## src/rtl/spi_pkg.sv

```systemverilog
// Shared types and helpers for the SPI slave.
package spi_pkg;

  typedef enum logic [0:0] {
    IDLE,
    ACTIVE
  } spi_state_e;

  // Which sck transitions (rising or falling) sample mosi and shift miso.
  typedef struct packed {
    logic sample_rise;
    logic shift_rise;
  } spi_edge_pol_t;

  // Modes 0 and 3 sample on the rising edge; modes 1 and 2 on the falling edge.
  function automatic spi_edge_pol_t edge_pol(input logic cpol, input logic cpha);
    spi_edge_pol_t pol;
    pol.sample_rise = ~(cpol ^ cpha);
    pol.shift_rise  = cpol ^ cpha;
    return pol;
  endfunction

  // Every bit of a word sent when the TX holding register is empty.
  localparam logic UNDERRUN_FILL_BIT = 1'b1;

endpackage

```

## src/rtl/spi_sync_edge.sv

```systemverilog
// Synchronises the SPI pins into clk and detects sck and ss transitions.
module spi_sync_edge #(
  parameter int unsigned SYNC_STAGES = 2,
  parameter bit          CPOL        = 1'b0
) (
  input  logic clk,
  input  logic rst,
  input  logic ss,
  input  logic sck,
  input  logic mosi,
  output logic ss_sync,
  output logic mosi_sync,
  output logic lead_edge,
  output logic trail_edge,
  output logic ss_fall,
  output logic ss_rise
);

  logic [SYNC_STAGES-1:0] ss_q;
  logic [SYNC_STAGES-1:0] sck_q;
  logic [SYNC_STAGES-1:0] mosi_q;
  logic                   ss_h_q;
  logic                   sck_h_q;
  logic                   sck_sync;

  // Synchroniser chains plus one history flop each for ss and sck; reset to idle pin levels.
  always_ff @(posedge clk or posedge rst) begin
    if (rst) begin
      ss_q    <= '1;
      sck_q   <= {SYNC_STAGES{CPOL}};
      mosi_q  <= '0;
      ss_h_q  <= 1'b1;
      sck_h_q <= CPOL;
    end else begin
      ss_q    <= {ss_q[SYNC_STAGES-2:0], ss};
      sck_q   <= {sck_q[SYNC_STAGES-2:0], sck};
      mosi_q  <= {mosi_q[SYNC_STAGES-2:0], mosi};
      ss_h_q  <= ss_sync;
      sck_h_q <= sck_sync;
    end
  end

  // Edge pulses relative to the idle level of sck.
  always_comb begin
    ss_sync    = ss_q[SYNC_STAGES-1];
    sck_sync   = sck_q[SYNC_STAGES-1];
    mosi_sync  = mosi_q[SYNC_STAGES-1];
    lead_edge  = (sck_sync != CPOL) && (sck_h_q == CPOL);
    trail_edge = (sck_sync == CPOL) && (sck_h_q != CPOL);
    ss_fall    = ss_h_q & ~ss_sync;
    ss_rise    = ~ss_h_q & ss_sync;
  end

endmodule

```

## src/rtl/spi_slave_mode.sv

```systemverilog
// SPI slave for all four CPOL/CPHA modes with TX holding register and RX valid/ready output.
module spi_slave_mode
  import spi_pkg::*;
#(
  parameter int unsigned DATA_WIDTH    = 16,
  parameter int unsigned BIT_CNT_WIDTH = 4,
  parameter bit          CPOL          = 1'b0,
  parameter bit          CPHA          = 1'b0,
  parameter bit          MSB_FIRST     = 1'b1,
  parameter int unsigned SYNC_STAGES   = 2
) (
  input  logic                  clk,
  input  logic                  rst,
  input  logic                  ss,
  input  logic                  sck,
  input  logic                  mosi,
  output logic                  miso,
  output logic                  miso_oe,
  input  logic [DATA_WIDTH-1:0] tx_data,
  input  logic                  tx_valid,
  output logic                  tx_ready,
  output logic [DATA_WIDTH-1:0] rx_data,
  output logic                  rx_valid,
  input  logic                  rx_ready,
  output logic                  busy,
  output logic                  overrun,
  output logic                  underrun
);

  if (BIT_CNT_WIDTH != $clog2(DATA_WIDTH)) begin : g_bad_cnt_width
    $error("BIT_CNT_WIDTH must equal $clog2(DATA_WIDTH)");
  end
  if (DATA_WIDTH < 2) begin : g_bad_data_width
    $error("DATA_WIDTH must be at least 2");
  end
  if (SYNC_STAGES < 2) begin : g_bad_sync_stages
    $error("SYNC_STAGES must be at least 2");
  end

  localparam spi_edge_pol_t             EdgePol  = edge_pol(CPOL, CPHA);
  localparam logic [DATA_WIDTH-1:0]     FillWord = {DATA_WIDTH{UNDERRUN_FILL_BIT}};
  localparam logic [BIT_CNT_WIDTH-1:0]  LastBit  = BIT_CNT_WIDTH'(DATA_WIDTH - 1);

  logic ss_sync, mosi_sync, lead_edge, trail_edge, ss_fall, ss_rise;

  spi_sync_edge #(
    .SYNC_STAGES (SYNC_STAGES),
    .CPOL        (CPOL)
  ) u_sync (
    .clk        (clk),
    .rst        (rst),
    .ss         (ss),
    .sck        (sck),
    .mosi       (mosi),
    .ss_sync    (ss_sync),
    .mosi_sync  (mosi_sync),
    .lead_edge  (lead_edge),
    .trail_edge (trail_edge),
    .ss_fall    (ss_fall),
    .ss_rise    (ss_rise)
  );

  spi_state_e               state_q;
  logic [BIT_CNT_WIDTH-1:0] bit_cnt_q;
  logic [DATA_WIDTH-1:0]    tx_shift_q;
  logic [DATA_WIDTH-1:0]    tx_hold_q;
  logic [DATA_WIDTH-1:0]    rx_shift_q;
  // Set when a CPHA=0 word was loaded mid-burst: its first bit is already on miso, so the
  // trailing edge of the previous word's last bit must not advance the shifter.
  logic                     skip_q;

  logic                  sck_rise, sck_fall, sample_edge, shift_edge;
  logic                  do_sample, do_shift, last_bit, frame_start, mid_load, load_word, tx_hs;
  logic [DATA_WIDTH-1:0] load_val, load_rest, tx_rest, rx_next;
  logic                  load_first, tx_first;

  // Edge selection and next-word datapath.
  always_comb begin
    sck_rise    = CPOL ? trail_edge : lead_edge;
    sck_fall    = CPOL ? lead_edge : trail_edge;
    sample_edge = EdgePol.sample_rise ? sck_rise : sck_fall;
    shift_edge  = EdgePol.shift_rise ? sck_rise : sck_fall;

    do_sample   = (state_q == ACTIVE) && !ss_sync && sample_edge;
    do_shift    = (state_q == ACTIVE) && !ss_sync && shift_edge;
    last_bit    = (bit_cnt_q == LastBit);
    frame_start = (state_q == IDLE) && ss_fall;
    mid_load    = do_sample && last_bit;
    load_word   = frame_start || mid_load;
    tx_hs       = tx_valid && tx_ready;

    // tx_ready high means the holding register is empty.
    load_val    = tx_ready ? FillWord : tx_hold_q;
    load_first  = MSB_FIRST ? load_val[DATA_WIDTH-1] : load_val[0];
    load_rest   = MSB_FIRST ? {load_val[DATA_WIDTH-2:0], 1'b1} : {1'b1, load_val[DATA_WIDTH-1:1]};
    tx_first    = MSB_FIRST ? tx_shift_q[DATA_WIDTH-1] : tx_shift_q[0];
    tx_rest     = MSB_FIRST ? {tx_shift_q[DATA_WIDTH-2:0], 1'b1}
                            : {1'b1, tx_shift_q[DATA_WIDTH-1:1]};
    rx_next     = MSB_FIRST ? {rx_shift_q[DATA_WIDTH-2:0], mosi_sync}
                            : {mosi_sync, rx_shift_q[DATA_WIDTH-1:1]};
  end

  // Frame FSM, shifters, handshakes and registered outputs.
  always_ff @(posedge clk or posedge rst) begin
    if (rst) begin
      state_q    <= IDLE;
      bit_cnt_q  <= '0;
      tx_shift_q <= '0;
      tx_hold_q  <= '0;
      rx_shift_q <= '0;
      skip_q     <= 1'b0;
      miso       <= 1'b1;
      miso_oe    <= 1'b0;
      tx_ready   <= 1'b1;
      rx_data    <= '0;
      rx_valid   <= 1'b0;
      busy       <= 1'b0;
      overrun    <= 1'b0;
      underrun   <= 1'b0;
    end else begin
      overrun  <= 1'b0;
      underrun <= 1'b0;

      if (rx_valid && rx_ready) begin
        rx_valid <= 1'b0;
      end

      if (load_word) begin
        underrun <= tx_ready;
        tx_ready <= 1'b1;
        if (!CPHA) begin
          miso       <= load_first;
          tx_shift_q <= load_rest;
          skip_q     <= mid_load;
        end else begin
          tx_shift_q <= load_val;
        end
      end

      // Placed after the load so a same-cycle handshake leaves the register full.
      if (tx_hs) begin
        tx_hold_q <= tx_data;
        tx_ready  <= 1'b0;
      end

      unique case (state_q)
        IDLE: begin
          if (ss_fall) begin
            state_q    <= ACTIVE;
            bit_cnt_q  <= '0;
            rx_shift_q <= '0;
            busy       <= 1'b1;
            miso_oe    <= 1'b1;
          end
        end
        ACTIVE: begin
          if (ss_rise) begin
            state_q   <= IDLE;
            bit_cnt_q <= '0;
            skip_q    <= 1'b0;
            miso      <= 1'b1;
            miso_oe   <= 1'b0;
            busy      <= 1'b0;
          end else begin
            if (do_shift) begin
              if (skip_q) begin
                skip_q <= 1'b0;
              end else begin
                miso       <= tx_first;
                tx_shift_q <= tx_rest;
              end
            end
            if (do_sample) begin
              rx_shift_q <= rx_next;
              bit_cnt_q  <= last_bit ? '0 : bit_cnt_q + BIT_CNT_WIDTH'(1);
              if (last_bit) begin
                rx_data  <= rx_next;
                rx_valid <= 1'b1;
                overrun  <= rx_valid && !rx_ready;
              end
            end
          end
        end
        default: state_q <= IDLE;
      endcase
    end
  end

endmodule

```

## config.mk

```make
export PLATFORM = sky130hd
export DESIGN_NAME = spi_slave_mode
export DESIGN_NICKNAME = d
export VERILOG_FILES = /design/src/rtl/spi_pkg.sv /design/src/rtl/spi_sync_edge.sv /design/src/rtl/spi_slave_mode.sv
export SDC_FILE = /design/constraint.sdc
export NUM_CORES = 1
export LEC_CHECK = 0
export BUFFER_PORTS_ARGS = -buffer_cell sky130_fd_sc_hd__buf_2
export CAP_MARGIN = 20
export CORE_ASPECT_RATIO = 1.25
export CORE_MARGIN = 1.5
export CORE_UTILIZATION = 57
export DETAILED_ROUTE_END_ITERATION = 12
export GPL_ROUTABILITY_DRIVEN = 1
export PLACE_DENSITY_LB_ADDON = 0.12
export SLEW_MARGIN = 20
export SYNTH_ARGS = -nofsm -noshare
export SYNTH_HDL_FRONTEND = slang
export SYNTH_HIERARCHICAL = 1
export SYNTH_SLANG_ARGS = --single-unit
```

## constraint.sdc

```tcl
create_clock -name clk -period 2.3 [get_ports clk]
set_input_delay 0.23 -clock clk [delete_from_list [all_inputs] [get_ports clk]]
set_output_delay 0.23 -clock clk [all_outputs]
set_load 0.02 [all_outputs]
```

After elaboration in Yosys (flattened, before gate mapping)
Cells that the tools add are included.
Widths: inputs -> output; s select.
{"block": "word_totals", "inputBits": 23, "ff_bits": 83, "wordCells": 94, "out_inout_bits": 23}
{"block": "op_classes", "n_eq_ne": 6, "bitwise_logic": 8, "n_addsub": 1, "n_reduce_logical": 18, "muxes": 43}
{"op": "$mux 16", "count": 6}
{"op": "$mux 15", "count": 3}
{"op": "$pmux 15 s2", "count": 1}
{"op": "$mux 1", "count": 26}
{"op": "$mux 4", "count": 4}
{"op": "$logic_and 1x1->1", "count": 10}
{"op": "$pmux 4 s2", "count": 1}
{"op": "$ne 2x2->1 const B", "count": 3}
{"op": "$not 1->1", "count": 6}
{"op": "$add 4x1->4 const B", "count": 1}
{"op": "$eq 4x4->1 const B", "count": 1}
{"op": "$pmux 1 s2", "count": 2}
{"op": "$reduce_and 2->1", "count": 2}
{"op": "$reduce_and 4->1", "count": 1}
{"op": "$ne 3x2->1 const B", "count": 1}
{"op": "$reduce_and 3->1", "count": 1}
{"op": "$and 1x1->1", "count": 2}
{"op": "$logic_not 1->1", "count": 2}
{"op": "$ne 2x1->1 const B", "count": 1}
{"op": "$reduce_bool 2->1", "count": 1}
{"op": "$logic_or 1x1->1", "count": 1}

Depth between registers and ports, before layout
Gate-level depths: netlist (run 1).
{"block": "depth", "depth_word": 10, "ltp_mapped": 7}

Modules after synthesis
Netlist (run 1), hierarchy kept.
{"module": "spi_slave_mode", "n_inst": 1, "area_each_um2": 3169.3, "cells_each": 282}
{"module": "spi_sync_edge", "n_inst": 1, "area_each_um2": 242.7, "cells_each": 13}

Least setup slack after synthesis (run 1)
Ideal clock, no wire load.
{"block": "synth_timing", "path_kind": "register -> register", "start": "reg u_sync.sck_h_q", "end": "reg rx_data[0]", "period_less_slack_ns": 1.740, "arrival_time_ns": 1.613, "setup_ns": 0.127, "stages_incl_launch_ff": 8, "slack_ns": 0.560, "cell_sequence": "dfrtp_1 and2b_2 nand3b_2 or2_1 buf_2 nor2_8 buf_8 mux2_1"}
{"block": "synth_between", "elab_chain_cells": 4}
{"item": "start: declaration", "line_no": "spi_sync_edge.sv:23", "rtl": "logic sck_h_q;"}
{"item": "start signal: assignment", "line_no": "spi_sync_edge.sv:39", "rtl": "sck_h_q <= sck_sync;"}
{"item": "$not 1->1", "line_no": "spi_sync_edge.sv:48", "rtl": "lead_edge = (sck_sync != CPOL) && (sck_h_q == CPOL);"}
{"item": "$logic_and 1x1->1", "line_no": "spi_sync_edge.sv:48"}
{"item": "net lead_edge", "line_no": "spi_slave_mode.sv:44", "rtl": "logic ss_sync, mosi_sync, lead_edge, trail_edge, ss_fall, ss_rise;"}
{"item": "$logic_and 1x1->1", "line_no": "spi_slave_mode.sv:84", "rtl": "do_sample = (state_q == ACTIVE) && !ss_sync && sample_edge;"}
{"item": "$reduce_and 4->1 (no line)"}
{"item": "end signal: assignment", "line_no": "spi_slave_mode.sv:177", "rtl": "rx_data <= rx_next;"}
{"item": "end: declaration", "line_no": "spi_slave_mode.sv:22", "rtl": "output logic [DATA_WIDTH-1:0] rx_data,"}
The timed path passes the listed nets, and every way through them passes these cells.
A chain may end at the register's enable or synchronous reset.

Worst setup path after layout (run 1)
{"block": "layout_timing", "start": "reg bit_cnt_q[0]", "end": "reg miso"}
{"block": "layout_between", "elab_chain_cells": 8}
{"item": "start: declaration", "line_no": "spi_slave_mode.sv:64", "rtl": "logic [BIT_CNT_WIDTH-1:0] bit_cnt_q;"}
{"item": "start signal: assignment", "line_no": "spi_slave_mode.sv:175", "rtl": "bit_cnt_q <= last_bit ? '0 : bit_cnt_q + BIT_CNT_WIDTH'(1);"}
{"item": "$eq 4x4->1 (*)", "line_no": "spi_slave_mode.sv:86", "rtl": "last_bit = (bit_cnt_q == LastBit);"}
{"item": "$logic_and 1x1->1 (*)", "line_no": "spi_slave_mode.sv:88", "rtl": "mid_load = do_sample && last_bit;"}
{"item": "$logic_or 1x1->1 (*)", "line_no": "spi_slave_mode.sv:89", "rtl": "load_word = frame_start || mid_load;"}
{"item": "$mux 1 (*)", "line_no": "spi_slave_mode.sv:128", "rtl": "if (load_word) begin"}
{"item": "$mux 1", "line_no": "spi_slave_mode.sv:166", "rtl": "if (skip_q) begin"}
{"item": "$mux 1", "line_no": "spi_slave_mode.sv:165", "rtl": "if (do_shift) begin"}
{"item": "$mux 1", "line_no": "spi_slave_mode.sv:157", "rtl": "if (ss_rise) begin"}
{"item": "$mux 1 (*)", "line_no": "spi_slave_mode.sv:146", "rtl": "unique case (state_q)"}
{"item": "end signal: assignment", "line_no": "spi_slave_mode.sv:132", "rtl": "miso <= load_first;"}
{"item": "end signal: assignment", "line_no": "spi_slave_mode.sv:169", "rtl": "miso <= tx_first;"}
{"item": "end: declaration", "line_no": "spi_slave_mode.sv:17", "rtl": "output logic miso,"}
Mark *: on every way between the ends. The rest lies on a longest branch, timed or not.

==> flow_summary.json, run 1 <==
{
  "ys_ff_latch": 83,
  "min_period_over_period_pct": 85.8,
  "fin_tns_setup_ns": 0,
  "clock_skew_ns": 0.0107,
  "synth_edf_count": 0,
  "cts-root-buf": "clkbuf_8",
  "synth_most_common_cell": "dfrtp_1",
  "grt_usage_pct": 21.4,
  "die_area_um2": 6460,
  "max_cap_viol_count": 0,
  "maxSlewHeadroom_pct": 49.1,
  "ctsResizeCount": 0,
  "worst_setup_path_end_kind": "flip-flop",
  "synthArstFlopShare_pct": 100,
  "nets": 369,
  "tightest_slew_ns": 0.762,
  "cts_hold_buf": 4,
  "place_hpwl_um": 4000,
  "r2r_slack_ns": 0.33,
  "start_util_pct": 59.0,
  "worstPathMaxFanout": 18,
  "rows": 31,
  "dp_slack_ns": 0.344,
  "peakVddDrop_mv": 0.535,
  "grt_max_degree": 76,
  "grt_setup_unrepaired": "false",
  "syn_inst": 295,
  "r2r-end": "miso",
  "hp-start": "rx_ready",
  "outcome": "finished clean",
  "synth_flop_cell": "dfrtp_1",
  "overflow": 0,
  "ios": 46,
  "die_width_um": 72.2,
  "nFillCells": 424,
  "avgSynthCellArea_um2": 11.6,
  "yosysTopAreaCell": "dfrtp_1",
  "die-height_um": 89.5,
  "cts_buffers": 9,
  "antenna_found_initial": 0,
  "synth_nets": 319,
  "diodes": 0,
  "grt_pass1_vias": 2314,
  "gp_congestion": 0.786,
  "clk_latency_ns": 0.35,
  "synth_top_cell_area_share_pct": 57.2,
  "met3_usage_pct": 5.75,
  "drt-pass1-iter-count": 4,
  "setup_ws_ns": 0.327,
  "max_freq_mhz": 507,
  "seq_area_frac_synth_pct": 61.1,
  "grt_most_used_layer": "met2",
  "power_uw": 3740,
  "ant_nets": 0,
  "grt_pass1_wl_um": 10400,
  "power_density_nw_per_um2": 949,
  "io_buffers": 45,
  "setup_viol": 0,
  "core_area_um2": 5780,
  "worstHoldPathType": "in -> reg",
  "finalHoldViolCount": 0,
  "htree_levels": 3,
  "yosys-top-cells-area": "dfrtp_1 (57%), mux2_2 (7.3%), nand2_1 (4.3%)",
  "synth_cell_types": 41,
  "grtUsageMet1_pct": 25.8,
  "cts_tree": "yes",
  "drtIter0Drc": 157,
  "whs_path_depth": 2,
  "yosys-top-cells-count": "dfrtp_1 (78), nand2_1 (39), mux2_2 (22)",
  "synthToLayoutAreaGrowth_pct": 15.4,
  "crit_type": "reg -> reg",
  "timing.hold.ws_ns": 0.0629,
  "yosys_warnings": 6,
  "arrival_ns": 2.25,
  "whs_endpoint": "overrun",
  "cts.clk_slew.worst_paths_ns": 0.08,
  "drc_errors": 0,
  "critPathLaunchType": "flip-flop",
  "cts_sinks": 83,
  "rr_worst_depth": 6,
  "post-cts-setup-buffers": 0,
  "drt-wirelength-per-cell_um": 14.7,
  "drive_gt1_share_pct": 30.6,
  "syn_area_um2": 3410,
  "routed_via_density": 5.51,
  "power.leakage_uw": 0.00187,
  "routed_wirelength_um": 6110,
  "drv_slew": 0,
  "worstReg2RegStart": "bit_cnt_q[0]",
  "period_minus_slack_ns": 1.97,
  "worstPathRequired_ns": 2.57,
  "vias": 2293,
  "grt_use_met2_pct": 36.4,
  "clockBufferDepth": 2
}
-- sequential cells by signal, summed over array words and instances (netlist names), 2 cells and up --
| register | count |
|---|---|
| rx_data | 16 |
| tx_hold_q | 16 |
| tx_shift_q | 16 |
| rx_shift_q | 15 |
| bit_cnt_q | 4 |
| u_sync/mosi_q | 2 |
| u_sync/sck_q | 2 |
| u_sync/ss_q | 2 |
-- final cells by class --
type	instances	area [um^2]	share of cell area, %
clock inverter	6	65.1	1.65
tap	66	82.6	2.10
multi-input combinational	185	1210	30.7
clock buffer	10	128	3.24
timing repair buffer	57	338	8.58
inverter	9	33.8	0.858
sequential	83	2080	52.9
-- layer usage --
metal / vias up / part of all wire [%]
met4: 0 / 1.5
met3: 10 / 3.8
li1: 1121 / -
met2: 41 / 50
met1: 1121 / 45
met5: - / 0
-- worst max path at each step --
stage / from / to / slack (ns)
3_5_place_dp: u_sync/sck_h_q / miso / 0.34
3_3_place_gp: u_sync/sck_h_q / miso / 0.41
2_1_floorplan: rst / bit_cnt_q[0] / 0.16
5_1_grt: bit_cnt_q[0] / miso / 0.09
4_1_cts: u_sync/sck_h_q / miso / 0.33
6_report: bit_cnt_q[0] / miso / 0.33
-- cell usage in the layout, fill, tap and decap left out, drive strengths merged, types with 10 or more instances in the layout --
cell type and count:
a21oi 16, nand2 39, o31ai 14, mux2 32, clkbuf 10, inv 11, dfrtp 78, or3 15
buf 53, nor2 21, o21ai 20
-- kinds of logic after synthesis --
| kind of cell | count (synthesis) | share of synthesized area (%) |
|---|---|---|
| simple gates | 93 | 13.7 |
| flops | 83 | 61.1 |
| compound gates | 57 | 10.1 |
| mux | 33 | 10.9 |
| buf+inv | 27 | 3.63 |
| xor+xnor | 1 | 0.257 |
| fa+ha+maj | 1 | 0.367 |
-- stage by stage --
step	area [um^2]	util, %	instances
finish	3940	68.2	416
global route	3940	68.2	416
CTS	3940	68.2	416
detailed placement	3710	64.1	396
global placement	3710	64.1	396
floorplan	3410	-	295
-- power by group --
part | switching, uW | leakage (uW) | total (uW) | internal [uW]
Sequential | 180 | 0.00103 | 1970 | 1790
Combinational | 375 | 0.000740 | 744 | 369
Clock | 519 | 0.0000971 | 1020 | 506
Total | 1070 | 0.00187 | 3740 | 2660
-- worst max-delay path: stages (launching register included) --
cell	delay [ns]
dfrtp_1	0.39
ha_1	0.20
nand3_1	0.13
o21ai_2	0.52
buf_4	0.34
mux2i_1	0.21
a32oi_1	0.11
Power figures use the tool's default switching activity.
==> inputs of run 2 (changes only) <==
Settings changed: RECOVER_POWER from default to 100.
==> run 2 against run 1 <==
Register-to-register slack worse by 0.05 ns; global-route usage did not move; non-clock buffer count is the same; fmax decreased by 2.2%; final area decreased by 1.6%; combinational power fell by 2.8%; flip-flop and latch count stayed put; critical path type unchanged; largest power group unchanged.
==> flow_summary.json, run 2 (synthesized netlist as in run 1, its figures left out) <==
{
  "outcome": "finished clean",
  "start_util_pct": 59.0,
  "rr_worst_depth": 5,
  "cpPeakStageDelay_ns": 0.59,
  "final_cell_mix": "dfrtp_1 (78), nand2_1 (39), clkbuf_1 (26), mux2_2 (22), buf_2 (21)",
  "die-height_um": 89.5,
  "grt_usage_pct": 21.4,
  "whs_endpoint": "overrun",
  "reg_top3": "rx_data: 16 flops, tx_hold_q: 16 flops, tx_shift_q: 16 flops",
  "io_buffers": 45,
  "startpoint": "u_sync/ss_q[1]",
  "final_common_cell": "dfrtp_1",
  "power_density_nw_per_um2": 958,
  "maxSlewHeadroom_pct": 34.1,
  "topRoutingLayerUsed": "met4",
  "post-cts-setup-buffers": 0,
  "ant_nets": 0,
  "drc_errors": 0,
  "hp-start": "rx_ready",
  "core_area_um2": 5780,
  "drtIter0Drc": 160,
  "worstPathMaxFanout": 10,
  "critPathLaunchType": "flip-flop",
  "grt_setup_unrepaired": "false",
  "dp_slack_ns": 0.344,
  "clk_latency_ns": 0.35,
  "worstPathRequired_ns": 2.57,
  "cts_tree": "yes",
  "wl_met1_um": 2730,
  "cp_slowest_cell": "dfstp_1",
  "whs_path_depth": 2,
  "cts.clk_slew.worst_paths_ns": 0.08,
  "path_cells": "and2b_1 -> inv_1 -> a31o_2 -> or4_1 -> o21ai_0",
  "nets": 369,
  "max_cap_viol_count": 0,
  "grt_pass1_vias": 2314,
  "setup_ws_ns": 0.282,
  "tightest_slew_ns": 0.989,
  "routed_via_density": 5.48,
  "vias": 2279,
  "min_period_over_period_pct": 87.7,
  "synthToLayoutAreaGrowth_pct": 13.6,
  "die_area_um2": 6460,
  "period_minus_slack_ns": 2.02,
  "grt_pass1_wl_um": 10400,
  "place_area_um2": 3710,
  "ios": 46,
  "path_buf_inv": 1,
  "setup_viol": 0,
  "place_hpwl_um": 4000,
  "drt-wirelength-per-cell_um": 14.7,
  "drv_slew": 0,
  "antenna_found_initial": 0,
  "met2_length_um": 3060,
  "drt-pass1-iter-count": 4,
  "overflow": 0,
  "routed_wirelength_um": 6100,
  "diodes": 0,
  "worstHoldPathType": "in -> reg",
  "fin_tns_setup_ns": 0,
  "die_width_um": 72.2,
  "finalInstanceArea_um2": 3880,
  "clock_skew_ns": 0.0106,
  "power.leakage_uw": 0.00175,
  "crit_type": "reg -> reg",
  "cts_buffers": 9,
  "r2r_slack_ns": 0.28,
  "finalHoldViolCount": 0,
  "worstReg2RegStart": "u_sync/ss_q[1]",
  "cts_sinks": 83,
  "peakVddDrop_mv": 0.534,
  "rows": 31,
  "route.met3.wl_um": 210,
  "drive_gt1_share_pct": 22.0,
  "crit_family": "simple AND/OR/NAND/NOR gates",
  "gp_congestion": 0.786,
  "cts-root-buf": "clkbuf_8",
  "arrival_ns": 2.29,
  "grt_max_degree": 76,
  "htree_levels": 3,
  "clockBufferDepth": 2,
  "r2r-end": "bit_cnt_q[3]",
  "max_freq_mhz": 496,
  "worst_setup_path_end_kind": "flip-flop"
}
## run 2: stage by stage
stage | hold WS (ns) | total power [uW] | utilization (%) | cells
2_1_floorplan | 0.0435 | 2530 | - | 295
3_3_place_gp | 0.195 | 2720 | 64.1 | 396
3_5_place_dp | 0.199 | 2750 | 64.1 | 396
4_1_cts | 0.0458 | 3780 | 68.2 | 416
5_1_grt | 0.0424 | 3930 | 67.1 | 416
6_report | 0.0614 | 3710 | 67.1 | 416
## run 2: layout make-up
type / count / area (um^2)
clock inverter: 6 / 65.1
tap: 66 / 82.6
clock buffer: 10 / 128
timing repair buffer: 57 / 289
fill: 452 / 1900
sequential: 83 / 2080
multi-input combinational: 185 / 1200
inverter: 9 / 33.8
## run 2: worst max-delay path by stage
stage	end	cells past startpoint
floorplan	bit_cnt_q[0]	1
global placement	miso	6
detailed placement	miso	6
CTS	miso	6
global route	miso	6
finish	bit_cnt_q[3]	5
## run 2: what timing repair did
action,in CTS,in global routing
endpoints found under the hold margin,81,0
hold buffers,4,0
gates resized for setup,0,0
## run 2: per-layer routing
metal / GRT usage, % / up-vias
li1: - / 1118
met1: 25.8 / 1112
met2: 36.4 / 39
met3: 5.75 / 10
met4: 8.75 / 0
met5: 0 / -
## run 2: where the power goes
part | switching (uW) | total, uW | internal (uW) | leakage (uW)
combinational | 374 | 723 | 349 | 0.000624
sequential | 179 | 1970 | 1790 | 0.00103
clock | 520 | 1030 | 506 | 0.0000971
total | 1070 | 3710 | 2640 | 0.00175
==> inputs of run 3 (changes only) <==
Settings changed: PLACE_DENSITY_LB_ADDON 0.12 to 0.3.
==> run 3 against run 2 <==
Sequential share of layout area is 1.1 points lower; sequential power is essentially flat; cell count up 0.24%; critical path type unchanged; largest power group unchanged.
==> flow_summary.json, run 3 (synthesized netlist as in run 1, its figures left out) <==
{
  "peakVddDrop_mv": 0.605,
  "synthToLayoutAreaGrowth_pct": 16.0,
  "clk_latency_ns": 0.34,
  "finalInstanceArea_um2": 3960,
  "drt-pass1-iter-count": 4,
  "nFillCells": 446,
  "drt-wirelength-per-cell_um": 14.4,
  "r2r_slack_ns": 0.29,
  "antenna_found_initial": 0,
  "whs_endpoint": "overrun",
  "tightest_slew_ns": 0.808,
  "cts.clk_slew.worst_paths_ns": 0.08,
  "vias": 2314,
  "p_comb_share_pct": 18.8,
  "intPower_uw": 2820,
  "post-cts-setup-buffers": 0,
  "cts_hold_buf": 4,
  "cp_common_cell": "clkbuf_2",
  "rows": 31,
  "worstPathMaxFanout": 15,
  "rr_worst_depth": 6,
  "cpPeakStageDelay_ns": 0.53,
  "routed_via_density": 5.55,
  "min_period_over_period_pct": 87.3,
  "cp_slowest_cell": "dfstp_2",
  "fin_tns_setup_ns": 0,
  "place_area_um2": 3730,
  "grt_usage_pct": 21.0,
  "crit_type": "reg -> reg",
  "max_freq_mhz": 498,
  "dp.cells": 397,
  "whs_path_depth": 2,
  "finalHoldViolCount": 0,
  "worstHoldPathType": "in -> reg",
  "r2r-end": "tx_shift_q[13]",
  "final_common_cell": "dfrtp_1",
  "diodes": 0,
  "clkPwrFrac_pct": 30.7,
  "multi_input_area_um2": 1220,
  "crit_family": "flip-flops",
  "die_width_um": 72.2,
  "ios": 46,
  "worstPathRequired_ns": 2.56,
  "nets": 370,
  "grt_pass1_vias": 2151,
  "path_buf_inv": 2,
  "outcome": "finished clean",
  "cts_buffers": 9,
  "period_minus_slack_ns": 2.01,
  "grt_setup_unrepaired": "false",
  "clock_skew_ns": 0.00740,
  "drv_slew": 0,
  "cts-root-buf": "clkbuf_8",
  "setup_viol": 0,
  "power_density_nw_per_um2": 980,
  "start_util_pct": 59.0,
  "power_frac_seq_pct": 50.6,
  "path_cells": "and2b_2 -> clkbuf_2 -> o21ai_2 -> clkbuf_2 -> nor2_1 -> a21oi_1",
  "max_cap_viol_count": 0,
  "fin_cells": 417,
  "gp_congestion": 0.738,
  "cts_tree": "yes",
  "maxSlewHeadroom_pct": 46.1,
  "routed_wirelength_um": 6020,
  "drc_errors": 0,
  "arrival_ns": 2.27,
  "drive_gt1_share_pct": 23.1,
  "io_buffers": 45,
  "p_switching_uw": 1060,
  "overflow": 0,
  "die-height_um": 89.5,
  "drtIter0Drc": 101,
  "htree_levels": 3,
  "core_area_um2": 5780,
  "clockBufferDepth": 2,
  "regArea_um2": 2080,
  "ctsResizeCount": 0,
  "final_cell_mix": "dfrtp_1 (78), nand2_1 (39), clkbuf_1 (25), mux2_2 (22), buf_2 (21)",
  "place_hpwl_um": 3910,
  "worstReg2RegStart": "u_sync/ss_h_q",
  "cts_sinks": 83,
  "power.leakage_uw": 0.00179,
  "worst_setup_path_end_kind": "flip-flop",
  "p_sw_share_pct": 27.4,
  "critPathLaunchType": "flip-flop",
  "hp-start": "rx_ready",
  "reg_top3": "rx_data: 16 flops, tx_hold_q: 16 flops, tx_shift_q: 16 flops",
  "ant_nets": 0,
  "grt_max_degree": 55,
  "grt_pass1_wl_um": 10200,
  "die_area_um2": 6460
}
-- run 3: cell type report --
type,count,share of cell area (%)
Clock buffer,11,3.83
Clock inverter,5,2.15
Inverter,9,0.854
Multi-Input combinational cell,185,30.7
Sequential cell,83,52.7
Tap cell,66,2.09
Timing Repair Buffer,58,7.69
-- run 3: power by group through the flow --
stage	sequential [uW]	clock (uW)	combinational, uW
floorplan	1970	0	558
global placement	1980	0	729
detailed placement	1980	0	752
CTS	1960	1210	757
global route	2000	1270	830
finish	1960	1190	727
-- run 3: how the worst max path moves through the flow --
stage,from,end,cells past startpoint
floorplan,rst,bit_cnt_q[0],1
global placement,u_sync/sck_h_q,miso,5
detailed placement,u_sync/sck_h_q,miso,5
CTS,u_sync/sck_h_q,miso,5
global route,rst,bit_cnt_q[3],4
finish,u_sync/ss_h_q,tx_shift_q[13],6
-- run 3: metrics by stage --
step	utilization (%)	total power [uW]	hold WS (ns)	setup WS, ns
after floorplan	-	2530	0.0435	0.163
after global placement	64.5	2710	0.190	0.223
after detailed placement	64.5	2740	0.191	0.164
after CTS	69.3	3930	0.0458	0.143
after global routing	68.5	4100	0.0578	0.0959
final	68.5	3880	0.0591	0.292
-- run 3: layer usage --
layer | global-route usage [%] | vias to the layer above | share of wire, %
met1 | 28.5 | 1140 | 44
met3 | 4.28 | 7 | 4.3
met4 | 10.1 | 0 | 1.6
met2 | 32.9 | 46 | 50
li1 | - | 1121 | -
met5 | 0 | - | 0
